[config.mk]
export PLATFORM = sky130hd
export DESIGN_NAME = axi_crossbar_addr_admit
export DESIGN_NICKNAME = d
export VERILOG_FILES = /design/src/rtl/axi_crossbar_addr_admit.sv
export SDC_FILE = /design/constraint.sdc
export NUM_CORES = 1
export LEC_CHECK = 0
export BUFFER_PORTS_ARGS = -buffer_cell sky130_fd_sc_hd__buf_2
export CAP_MARGIN = 20
export CORE_MARGIN = 3
export CORE_UTILIZATION = 30
export CTS_CLUSTER_SIZE = 28
export DETAILED_ROUTE_END_ITERATION = 16
export GPL_ROUTABILITY_DRIVEN = 0
export GPL_TIMING_DRIVEN = 0
export SYNTH_ARGS = -nofsm -noshare
export SYNTH_HDL_FRONTEND = slang
export SYNTH_SLANG_ARGS = --single-unit
[constraint.sdc]
create_clock -name clk -period 4.4 [get_ports clk]
set_input_delay 0.44 -clock clk [delete_from_list [all_inputs] [get_ports clk]]
set_output_delay 0.44 -clock clk [all_outputs]
set_load 0.05 [all_outputs]
[src/rtl/axi_crossbar_addr_admit.sv]
// axi_crossbar_addr_admit: address decode and admission for one crossbar slave port.
// Ports: clk/rst (sync, active-high); s_axi_a* request in; m_axi_a* issue out;
// m_wc_* write command out; m_rc_* decode-error response command out;
// s_cpl_* transaction completion in.
module axi_crossbar_addr_admit #(
    parameter int S          = 0,
    parameter int S_COUNT    = 4,
    parameter int M_COUNT    = 4,
    parameter int ADDR_WIDTH = 32,
    parameter int ID_WIDTH   = 8,
    parameter int S_THREADS  = 2,
    parameter int S_ACCEPT   = 16,
    parameter int M_REGIONS  = 1,
    parameter logic [M_COUNT*M_REGIONS*ADDR_WIDTH-1:0] M_BASE_ADDR = '0,
    parameter logic [M_COUNT*M_REGIONS*32-1:0] M_ADDR_WIDTH =
        {M_COUNT{{M_REGIONS{32'd24}}}},
    parameter logic [M_COUNT*S_COUNT-1:0] M_CONNECT = '1,
    parameter logic [M_COUNT-1:0]         M_SECURE  = '0,
    parameter logic [M_COUNT*8-1:0]       M_ISSUE   = {M_COUNT{8'd8}},
    parameter bit                         WC_OUTPUT = 1'b0,
    localparam int SEL_W = (M_COUNT > 1) ? $clog2(M_COUNT) : 1
) (
    input  logic                  clk,
    input  logic                  rst,
    input  logic [ID_WIDTH-1:0]   s_axi_aid,
    input  logic [ADDR_WIDTH-1:0] s_axi_aaddr,
    input  logic [2:0]            s_axi_aprot,
    input  logic                  s_axi_avalid,
    output logic                  s_axi_aready,
    output logic [3:0]            m_axi_aregion,
    output logic [SEL_W-1:0]      m_select,
    output logic                  m_axi_avalid,
    input  logic                  m_axi_aready,
    output logic [SEL_W-1:0]      m_wc_select,
    output logic                  m_wc_decerr,
    output logic                  m_wc_valid,
    input  logic                  m_wc_ready,
    output logic                  m_rc_decerr,
    output logic                  m_rc_valid,
    input  logic                  m_rc_ready,
    input  logic [ID_WIDTH-1:0]   s_cpl_id,
    input  logic                  s_cpl_valid
);

    localparam int TH    = (S_THREADS < S_ACCEPT) ? S_THREADS : S_ACCEPT;
    localparam int TH_W  = (TH > 1) ? $clog2(TH) : 1;
    localparam int CNT_W = $clog2(S_ACCEPT + 1);
    localparam logic [CNT_W-1:0] ACC_MAX = CNT_W'(S_ACCEPT);
    localparam logic [CNT_W-1:0] CNT_ONE = CNT_W'(1);

    typedef enum logic {ST_IDLE, ST_ISSUE} state_t;

    state_t           r_state, w_state_nxt;
    logic             r_avalid, w_avalid_nxt;
    logic             r_wc_valid, w_wc_valid_nxt;
    logic             r_rc_valid, w_rc_valid_nxt;
    logic             r_decerr, w_decerr_nxt;
    logic [SEL_W-1:0] r_sel, w_sel_nxt;
    logic [3:0]       r_region, w_region_nxt;

    logic [CNT_W-1:0]    r_total;
    logic [CNT_W-1:0]    r_th_cnt    [TH];
    logic [ID_WIDTH-1:0] r_th_id     [TH];
    logic [SEL_W-1:0]    r_th_sel    [TH];
    logic [3:0]          r_th_region [TH];
    logic                r_th_decerr [TH];
    logic [7:0]          r_m_cnt     [M_COUNT];

    logic             w_dec_hit, w_decerr;
    logic [SEL_W-1:0] w_dec_sel;
    logic [3:0]       w_dec_region;
    logic             w_hit, w_free, w_cpl_hit;
    logic [TH_W-1:0]  w_hit_idx, w_free_idx, w_cpl_idx, w_acc_idx;
    logic [7:0]       w_lim, w_mcnt;
    logic             w_same_dest, w_cpl_master;
    logic [SEL_W-1:0] w_cpl_sel;
    logic             w_thread_ok, w_total_ok, w_master_ok, w_admit;
    logic             w_drain, w_accept;
    logic [TH-1:0]      w_th_inc, w_th_dec;
    logic [M_COUNT-1:0] w_m_inc, w_m_dec;
    logic               w_unused_prot;

    assign w_unused_prot = ^{s_axi_aprot[2], s_axi_aprot[0]};

    function automatic logic region_match(
        input int                    idx,
        input logic [ADDR_WIDTH-1:0] addr
    );
        logic [31:0]           wd;
        logic [ADDR_WIDTH-1:0] base;
        wd   = M_ADDR_WIDTH[idx*32 +: 32];
        base = M_BASE_ADDR[idx*ADDR_WIDTH +: ADDR_WIDTH];
        return (wd != 32'd0) && ((addr >> wd) == (base >> wd));
    endfunction

    // Ascending scan with overwrite: the highest matching region wins.
    always_comb begin
        w_dec_hit    = 1'b0;
        w_dec_sel    = '0;
        w_dec_region = '0;
        for (int m = 0; m < M_COUNT; m++) begin
            for (int r = 0; r < M_REGIONS; r++) begin
                if (M_CONNECT[m*S_COUNT+S] &&
                    !(M_SECURE[m] && s_axi_aprot[1]) &&
                    region_match(m*M_REGIONS+r, s_axi_aaddr)) begin
                    w_dec_hit    = 1'b1;
                    w_dec_sel    = SEL_W'(m);
                    w_dec_region = 4'(r);
                end
            end
        end
    end

    assign w_decerr = !w_dec_hit;

    // Descending scan so the lowest free thread is chosen.
    always_comb begin
        w_hit      = 1'b0;
        w_hit_idx  = '0;
        w_free     = 1'b0;
        w_free_idx = '0;
        w_cpl_hit  = 1'b0;
        w_cpl_idx  = '0;
        for (int t = TH - 1; t >= 0; t--) begin
            if (r_th_cnt[t] == '0) begin
                w_free     = 1'b1;
                w_free_idx = TH_W'(t);
            end else begin
                if (r_th_id[t] == s_axi_aid) begin
                    w_hit     = 1'b1;
                    w_hit_idx = TH_W'(t);
                end
                if (s_cpl_valid && (r_th_id[t] == s_cpl_id)) begin
                    w_cpl_hit = 1'b1;
                    w_cpl_idx = TH_W'(t);
                end
            end
        end
    end

    always_comb begin
        w_lim  = '0;
        w_mcnt = '0;
        for (int m = 0; m < M_COUNT; m++) begin
            if (w_dec_sel == SEL_W'(m)) begin
                w_lim  = M_ISSUE[m*8 +: 8];
                w_mcnt = r_m_cnt[m];
            end
        end
    end

    assign w_same_dest = (r_th_sel[w_hit_idx] == w_dec_sel) &&
                         (r_th_region[w_hit_idx] == w_dec_region) &&
                         (r_th_decerr[w_hit_idx] == w_decerr);
    assign w_cpl_master = w_cpl_hit && !r_th_decerr[w_cpl_idx];
    assign w_cpl_sel    = r_th_sel[w_cpl_idx];

    // A same-ID request must follow its active thread's destination,
    // decode errors included, so responses stay in ID order.
    assign w_thread_ok = w_hit ? w_same_dest : w_free;
    assign w_total_ok  = (r_total < ACC_MAX) || w_cpl_hit;
    assign w_master_ok = w_decerr || (w_lim == 8'd0) || (w_mcnt < w_lim) ||
                         (w_cpl_master && (w_cpl_sel == w_dec_sel));
    assign w_admit     = w_thread_ok && w_total_ok && w_master_ok;

    assign w_drain  = (!r_avalid || m_axi_aready) &&
                      (!r_wc_valid || m_wc_ready) &&
                      (!r_rc_valid || m_rc_ready);
    assign w_accept = !rst && s_axi_avalid && w_admit &&
                      ((r_state == ST_IDLE) || w_drain);
    assign w_acc_idx = w_hit ? w_hit_idx : w_free_idx;

    assign s_axi_aready  = w_accept;
    assign m_axi_avalid  = r_avalid;
    assign m_axi_aregion = r_region;
    assign m_select      = r_sel;
    assign m_wc_select   = r_sel;
    assign m_wc_decerr   = r_decerr;
    assign m_wc_valid    = r_wc_valid;
    assign m_rc_decerr   = r_decerr;
    assign m_rc_valid    = r_rc_valid;

    always_comb begin
        w_state_nxt    = r_state;
        w_avalid_nxt   = r_avalid && !m_axi_aready;
        w_wc_valid_nxt = r_wc_valid && !m_wc_ready;
        w_rc_valid_nxt = r_rc_valid && !m_rc_ready;
        w_sel_nxt      = r_sel;
        w_region_nxt   = r_region;
        w_decerr_nxt   = r_decerr;
        if (w_accept) begin
            w_avalid_nxt   = !w_decerr;
            w_wc_valid_nxt = WC_OUTPUT;
            w_rc_valid_nxt = w_decerr;
            w_sel_nxt      = w_dec_sel;
            w_region_nxt   = w_dec_region;
            w_decerr_nxt   = w_decerr;
        end
        unique case (r_state)
            ST_IDLE: begin
                if (w_accept) w_state_nxt = ST_ISSUE;
            end
            ST_ISSUE: begin
                if (!w_accept && !w_avalid_nxt &&
                    !w_wc_valid_nxt && !w_rc_valid_nxt)
                    w_state_nxt = ST_IDLE;
            end
        endcase
    end

    always_ff @(posedge clk) begin
        if (rst) begin
            r_state    <= ST_IDLE;
            r_avalid   <= 1'b0;
            r_wc_valid <= 1'b0;
            r_rc_valid <= 1'b0;
            r_decerr   <= 1'b0;
            r_sel      <= '0;
            r_region   <= '0;
        end else begin
            r_state    <= w_state_nxt;
            r_avalid   <= w_avalid_nxt;
            r_wc_valid <= w_wc_valid_nxt;
            r_rc_valid <= w_rc_valid_nxt;
            r_decerr   <= w_decerr_nxt;
            r_sel      <= w_sel_nxt;
            r_region   <= w_region_nxt;
        end
    end

    always_comb begin
        w_th_inc = '0;
        w_th_dec = '0;
        w_m_inc  = '0;
        w_m_dec  = '0;
        for (int t = 0; t < TH; t++) begin
            w_th_inc[t] = w_accept && (w_acc_idx == TH_W'(t));
            w_th_dec[t] = w_cpl_hit && (w_cpl_idx == TH_W'(t));
        end
        for (int m = 0; m < M_COUNT; m++) begin
            w_m_inc[m] = w_accept && !w_decerr &&
                         (w_dec_sel == SEL_W'(m));
            w_m_dec[m] = w_cpl_master && (w_cpl_sel == SEL_W'(m));
        end
    end

    always_ff @(posedge clk) begin
        if (rst) begin
            r_total <= '0;
            for (int t = 0; t < TH; t++) begin
                r_th_cnt[t]    <= '0;
                r_th_id[t]     <= '0;
                r_th_sel[t]    <= '0;
                r_th_region[t] <= '0;
                r_th_decerr[t] <= 1'b0;
            end
            for (int m = 0; m < M_COUNT; m++) begin
                r_m_cnt[m] <= '0;
            end
        end else begin
            if (w_accept && !w_cpl_hit)
                r_total <= r_total + CNT_ONE;
            else if (!w_accept && w_cpl_hit)
                r_total <= r_total - CNT_ONE;
            for (int t = 0; t < TH; t++) begin
                if (w_th_inc[t]) begin
                    r_th_id[t]     <= s_axi_aid;
                    r_th_sel[t]    <= w_dec_sel;
                    r_th_region[t] <= w_dec_region;
                    r_th_decerr[t] <= w_decerr;
                end
                if (w_th_inc[t] && !w_th_dec[t])
                    r_th_cnt[t] <= r_th_cnt[t] + CNT_ONE;
                else if (!w_th_inc[t] && w_th_dec[t])
                    r_th_cnt[t] <= r_th_cnt[t] - CNT_ONE;
            end
            for (int m = 0; m < M_COUNT; m++) begin
                if (w_m_inc[m] && !w_m_dec[m])
                    r_m_cnt[m] <= r_m_cnt[m] + 8'd1;
                else if (!w_m_inc[m] && w_m_dec[m])
                    r_m_cnt[m] <= r_m_cnt[m] - 8'd1;
            end
        end
    end

endmodule
Yosys cells after proc, flatten, opt, wreduce, memory -nomap -nowiden

Memory sizes are Yosys's and may differ from the RTL's.
Index checks and enable logic that the tools add are counted.

Memory bits (writable): 64
Word-level logic and storage cells: 253
Memories kept: 5
Output and inout bits: 14
Register bits after elaboration: 12
Bits of input ports: 58

Memory list:

| memory      | words | bits a word | read ports | clocked after Yosys merged registers in | write ports | line | RTL |
|---|---|---|---|---|---|---|---|
| r_m_cnt     | 4     | 8           | 4          | 0                                       | 4           | 67   | `logic [7:0] r_m_cnt [M_COUNT];` |
| r_th_id     | 2     | 8           | 2          | 0                                       | 2           | 63   | `logic [ID_WIDTH-1:0] r_th_id [TH];` |
| r_th_cnt    | 2     | 5           | 2          | 0                                       | 2           | 62   | `logic [CNT_W-1:0] r_th_cnt [TH];` |
| r_th_sel    | 2     | 2           | 2          | 0                                       | 2           | 64   | `logic [SEL_W-1:0] r_th_sel [TH];` |
| r_th_decerr | 2     | 1           | 2          | 0                                       | 2           | 66   | `logic r_th_decerr [TH];` |

Reduce and logical (&&, ||, !) cells: 88
Muxes and demuxes: 103
$lt $le $gt $ge: 2
Equality and inequality tests: 13
Bitwise operators: 21
Add/sub/neg operators: 14

Operators by type and width:

| kind                                               | number |
|---|---|
| two-way mux 8 bit                                  | 17 |
| two-way mux 1 bit                                  | 75 |
| logical AND 1 bit                                  | 46 |
| adder 8 x 1 -> 8 bit (second input constant)       | 4 |
| == test 8 bit                                      | 4 |
| zero test 32 bit                                   | 1 |
| subtractor 8 x 1 -> 8 bit (second input constant)  | 4 |
| two-way mux 5 bit                                  | 6 |
| zero test 1 bit                                    | 26 |
| OR 1 bit                                           | 18 |
| adder 5 x 1 -> 5 bit (second input constant)       | 3 |
| subtractor 5 x 1 -> 5 bit (second input constant)  | 3 |
| zero test 5 bit                                    | 2 |
| == test 2 bit (second input constant)              | 4 |
| zero test 8 bit                                    | 1 |
| logical OR 1 bit                                   | 8 |
| less-than comparator 8 bit                         | 1 |
| two-way mux 2 bit                                  | 3 |
| less-than comparator 5 bit (second input constant) | 1 |
| == test 2 x 1 -> 1 bit (second input constant)     | 2 |
| == test 2 bit                                      | 2 |
| zero test 2 bit                                    | 2 |
| zero test 4 bit (first input constant)             | 1 |
| two-way mux 4 bit                                  | 1 |
| other kinds (4)                                    | 6 |

Longest topological paths before layout

An unclocked memory read counts as a cell.

Depth in word-level cells: 24
Mapped depth: 20
Depth with buffers taken out: 18

Least setup slack after synthesis

No wires, ideal clock.

Path type: input port to flip-flop
Start point: in s_cpl_id[4]
End point: reg r_total[4]
Stages: 18
Path slack: 0.102 ns
Required time: 4.329 ns
Library setup time: 0.071 ns
Arrival time: 4.228 ns
Cells stage by stage: xnor2_1 -> nand4_1 -> or4_1 -> buf_2 -> a311oi_2 -> o21ai_2 -> or2_1 -> buf_6 -> inv_8 -> clkbuf_1 -> ha_1 -> inv_1 -> ha_1 -> a21o_1 -> a21oi_1 -> xnor2_1 -> or3_1 -> a21oi_1

Cells in the longest elaborated chain, start to end: 17
Elaborated cells between the ends (all ways): 28
Those cells by class: 3 x eq/ne; 7 x mux; 16 x reduce/logical; 2 x memory

Ends and longest elaborated chain:

| what                                | line | RTL |
|---|---|---|
| start: declaration                  | 41   | `input logic [ID_WIDTH-1:0] s_cpl_id,` |
| == test 8 bit                       | 133  | `if (s_cpl_valid && (r_th_id[t] == s_cpl_id)) begin` |
| logical AND 1 bit                   | 133  |  |
| two-way mux 1 bit                   | 133  |  |
| two-way mux 1 bit                   | 125  | `if (r_th_cnt[t] == '0) begin` |
| two-way mux 1 bit                   | 133  |  |
| two-way mux 1 bit                   | 125  |  |
| memory (2 x 1 bit)                  | n/a  |  |
| zero test 1 bit                     | 155  | `assign w_cpl_master = w_cpl_hit && !r_th_decerr[w_cpl_idx];` |
| logical AND 1 bit                   | 155  |  |
| logical AND 1 bit                   | 163  | `(w_cpl_master && (w_cpl_sel == w_dec_sel));` |
| logical OR 1 bit                    | 162  | `assign w_master_ok = w_decerr \|\| (w_lim == 8'd0) \|\| (w_mcnt < w_lim) \|\|` |
| logical AND 1 bit *                 | 164  | `assign w_admit = w_thread_ok && w_total_ok && w_master_ok;` |
| logical AND 1 bit * (2 in a row)    | 169  | `assign w_accept = !rst && s_axi_avalid && w_admit &&` |
| net s_axi_aready                    | 29   | `output logic s_axi_aready,` |
| zero test 1 bit                     | 263  | `else if (!w_accept && w_cpl_hit)` |
| logical AND 1 bit                   | 263  |  |
| nonzero test 2 bit (no source line) | n/a  |  |
| end signal: assignment              | 262  | `r_total <= r_total + CNT_ONE;` |
| end signal: assignment              | 264  | `r_total <= r_total - CNT_ONE;` |
| end: declaration                    | 61   | `logic [CNT_W-1:0] r_total;` |

The timed path passes the listed nets; every way through them passes the cells marked *.
A chain may end at the register's enable or synchronous reset.

==> results.tsv <==
metric	value	unit
ctsResizeCount	0	
setup_ws	0.408	ns
synth_edf_count	38	
r2r_cells	19	
grt_pass1_vias	2220	
syn_area	3190	um2
vias_per_cell	4.71	
yosysWarningCount	0	
num_antenna_cells	0	
max_stage_delay	0.38	ns
crit-reg2reg-launch	r_th_cnt[1][0]$_DFFE_PP_	
pwr-share-comb	16.4	%
ys.flop_type	edfxtp_1	
die_y	109	um
worstReg2RegEnd	r_total[4]$_SDFFE_PP0P_	
hold_viol_final	0	
cpMaxStageDelayCell	edfxtp_1	
synthArstFlopShare	0	%
clkPwrFrac	28.8	%
period_share	90.7	%
slew_viol_final	0	
crit_path_end_kind	flop	
fin_skew	0.00745	ns
fillers	1051	
rsz0062_at_grt	false	
drive_gt1_share	21.3	%
area_growth	15.4	%
relSlewSlack	62.7	%
swShare	27.0	%
antenna_found_initial	0	
synth_cell_types	56	
highest_layer	met4	
cellInternalPower	0.000720	W
num_io_pins	72	
syn_inst	319	
cp_common_cell	ha_1	
wl_per_cell	13.3	um
ys_ff_latch	49	
grt_pass1_wl	11000	um
gr-total-overflow	0	
setup-violations-final	0	
met3WireLength	171	um
routed_wl	6750	um
cts_max_level	2	
tightest_slew	0.558	ns
synth.avg_cell_area	10.0	um2
run_status	finished clean	
port_buffers	39	
root_buffer	clkbuf_8	
firstDrtPassIters	4	
p_leak	1.46	nW
grt_max_degree	21	
place_ws	-0.214	ns
min_period	3.99	ns
die_x	109	um
ys_seq_area_share	42.6	%
initial_core_util	30.9	%
drt_iter0_drc	65	
fmax	0.250	GHz
crit_path_cell_trace	inv_1, ha_1, nor4b_2, nor4_1, nand4_1, buf_4, a311oi_2, o21ai_2, or2_1, buf_6, inv_8, ha_1, inv_1, ha_1, a21o_1, a21oi_1, xnor2_1, or3_1, a21oi_1	
reg2reg_slack	0.41	ns
arrival	4.23	ns
numCtsBuffers	5	
sequentialPowerShare	54.8	%
critPathRequiredTime	4.64	ns
clk_pin_slew_worst_paths	0.09	ns
dpl.hpwl	5200	um
met1_length	3200	um
min_from	m_wc_ready	
antenna_left	0	
coreArea	10300	um2
critPathLaunchType	flop	
critical_path_peak_fanout	20	
max-vdd-ir-drop	0.141	mV
maxCapViolCount	0	
grtUsageTotal	11.7	%
cts_tree	yes	
hold_path_class	in -> reg	
power.switching	0.000266	W
criticalPathCategory	reg -> reg	
cp_top_family	simple AND/OR/NAND/NOR gates	
hold_ws	0.433	ns
vias	2390	
mostFrequentLayoutCell	buf_2	
dr_wl_met2	3280	um
num-nets-final	442	
rows	37	
power.density	267	nW/um2
hold_depth	3	
die_area	11900	um2
route.detailed.drc	0	
final_cell_mix	buf_2, edfxtp_1, xnor2_1, nor2_1, a21oi_1	
clkLatencyLatePin	0.31	ns
cts.sinks	49	
min_to	m_wc_valid$_SDFF_PP0_	
cp_num_buf_inv	5	
clockBufferDepth	2	
timing.setup.tns	0	ns
[registers in the layout, indices dropped and copies added (netlist names)]
register and flops:
r_m_cnt 8, r_th_decerr 2, r_state 1, r_th_cnt 10
r_th_sel 2, m_axi_avalid 1, m_select 1, m_rc_decerr 1
r_total 5, m_rc_valid 1, m_wc_valid 1, r_th_id 16
[per-layer routing]
metal	GRT usage, %	up-vias
li1	-	1226
met2	19.0	30
met3	1.95	5
met4	3.47	0
met1	16.0	1129
met5	0	-
[cell usage after synthesis, types with 9 or more instances]
| cell | instances | area [um2] |
|---|---|---|
| dfxtp_1 | 11 | 220 |
| xor2_1 | 15 | 131 |
| xnor2_1 | 35 | 307 |
| nor3_1 | 9 | 45.0 |
| buf_4 | 9 | 67.6 |
| nor2_1 | 31 | 116 |
| and2_1 | 10 | 62.6 |
| ha_1 | 12 | 150 |
| a21oi_1 | 18 | 90.1 |
| inv_1 | 14 | 52.6 |
| nand2_1 | 13 | 48.8 |
| edfxtp_1 | 38 | 1140 |
[cell type report]
cell class / instances / area (um2) / share of cell area [%]
Buffer: 18 / 119 / 3.22
Clock buffer: 6 / 82.6 / 2.24
Clock inverter: 2 / 13.8 / 0.373
Inverter: 16 / 67.6 / 1.83
Multi-Input combinational cell: 238 / 1650 / 44.9
Sequential cell: 49 / 1360 / 36.9
Tap cell: 136 / 170 / 4.62
Timing Repair Buffer: 42 / 218 / 5.91
[what timing repair did]
item / CTS / global route
pin swaps: 0 / 1
setup endpoints to repair: 2 / 3
hold buffers: 0 / 0
setup buffers: 0 / 3
[worst max path at each step]
stage / slack [ns] / cells past startpoint / start / end
after floorplan: 0.10 / 18 / s_cpl_id[4] / r_total[4]$_SDFFE_PP0P_
after global placement: -0.19 / 19 / r_th_cnt[1][0]$_DFFE_PP_ / r_total[4]$_SDFFE_PP0P_
after detailed placement: -0.21 / 19 / r_th_cnt[1][0]$_DFFE_PP_ / r_total[4]$_SDFFE_PP0P_
after CTS: 0.24 / 18 / r_th_cnt[1][0]$_DFFE_PP_ / r_total[4]$_SDFFE_PP0P_
after global routing: 0.11 / 19 / r_th_cnt[1][0]$_DFFE_PP_ / r_total[4]$_SDFFE_PP0P_
final: 0.41 / 19 / r_th_cnt[1][0]$_DFFE_PP_ / r_total[4]$_SDFFE_PP0P_
[worst register-to-register path: stages, from the launching register on]
cell	delay [ns]
edfxtp_1	0.38
inv_1	0.10
ha_1	0.20
nor4b_2	0.19
nor4_1	0.28
nand4_1	0.14
buf_4	0.19
a311oi_2	0.26
o21ai_2	0.12
or2_1	0.25
buf_6	0.14
inv_8	0.12
ha_1	0.24
inv_1	0.11
ha_1	0.33
a21o_1	0.17
a21oi_1	0.17
xnor2_1	0.09
or3_1	0.31
a21oi_1	0.14
[power by group through the flow]
stage                     sequential, W  combinational (W)  clock, W
after global placement         0.000550           0.000158         0
final                          0.000540           0.000162  0.000284
after CTS                      0.000541           0.000161  0.000295
after global routing           0.000543           0.000181  0.000310
after detailed placement       0.000551           0.000161         0
after floorplan                0.000549           0.000115         0
[cells by family after synthesis]
group,share of synthesized area (%)
flip-flops,42.6
other,0.117
multiplexers,0.353
AND/OR/NAND/NOR,19.9
AO/OA/AOI/OAI,11.4
adder cells (fa/ha/maj),5.95
XOR/XNOR,13.7
buffers and inverters,5.95
[stage by stage]
| stage | area [um2] | total power, W | utilization [%] | std cells |
|---|---|---|---|---|
| 2_1_floorplan | 3210 | 0.000664 | - | 322 |
| 3_3_place_gp | 3570 | 0.000709 | 34.6 | 497 |
| 3_5_place_dp | 3570 | 0.000712 | 34.6 | 497 |
| 4_1_cts | 3660 | 0.000997 | 35.5 | 504 |
| 5_1_grt | 3690 | 0.00103 | 35.7 | 507 |
| 6_report | 3690 | 0.000986 | 35.7 | 507 |
Power figures use the tool's default switching activity.
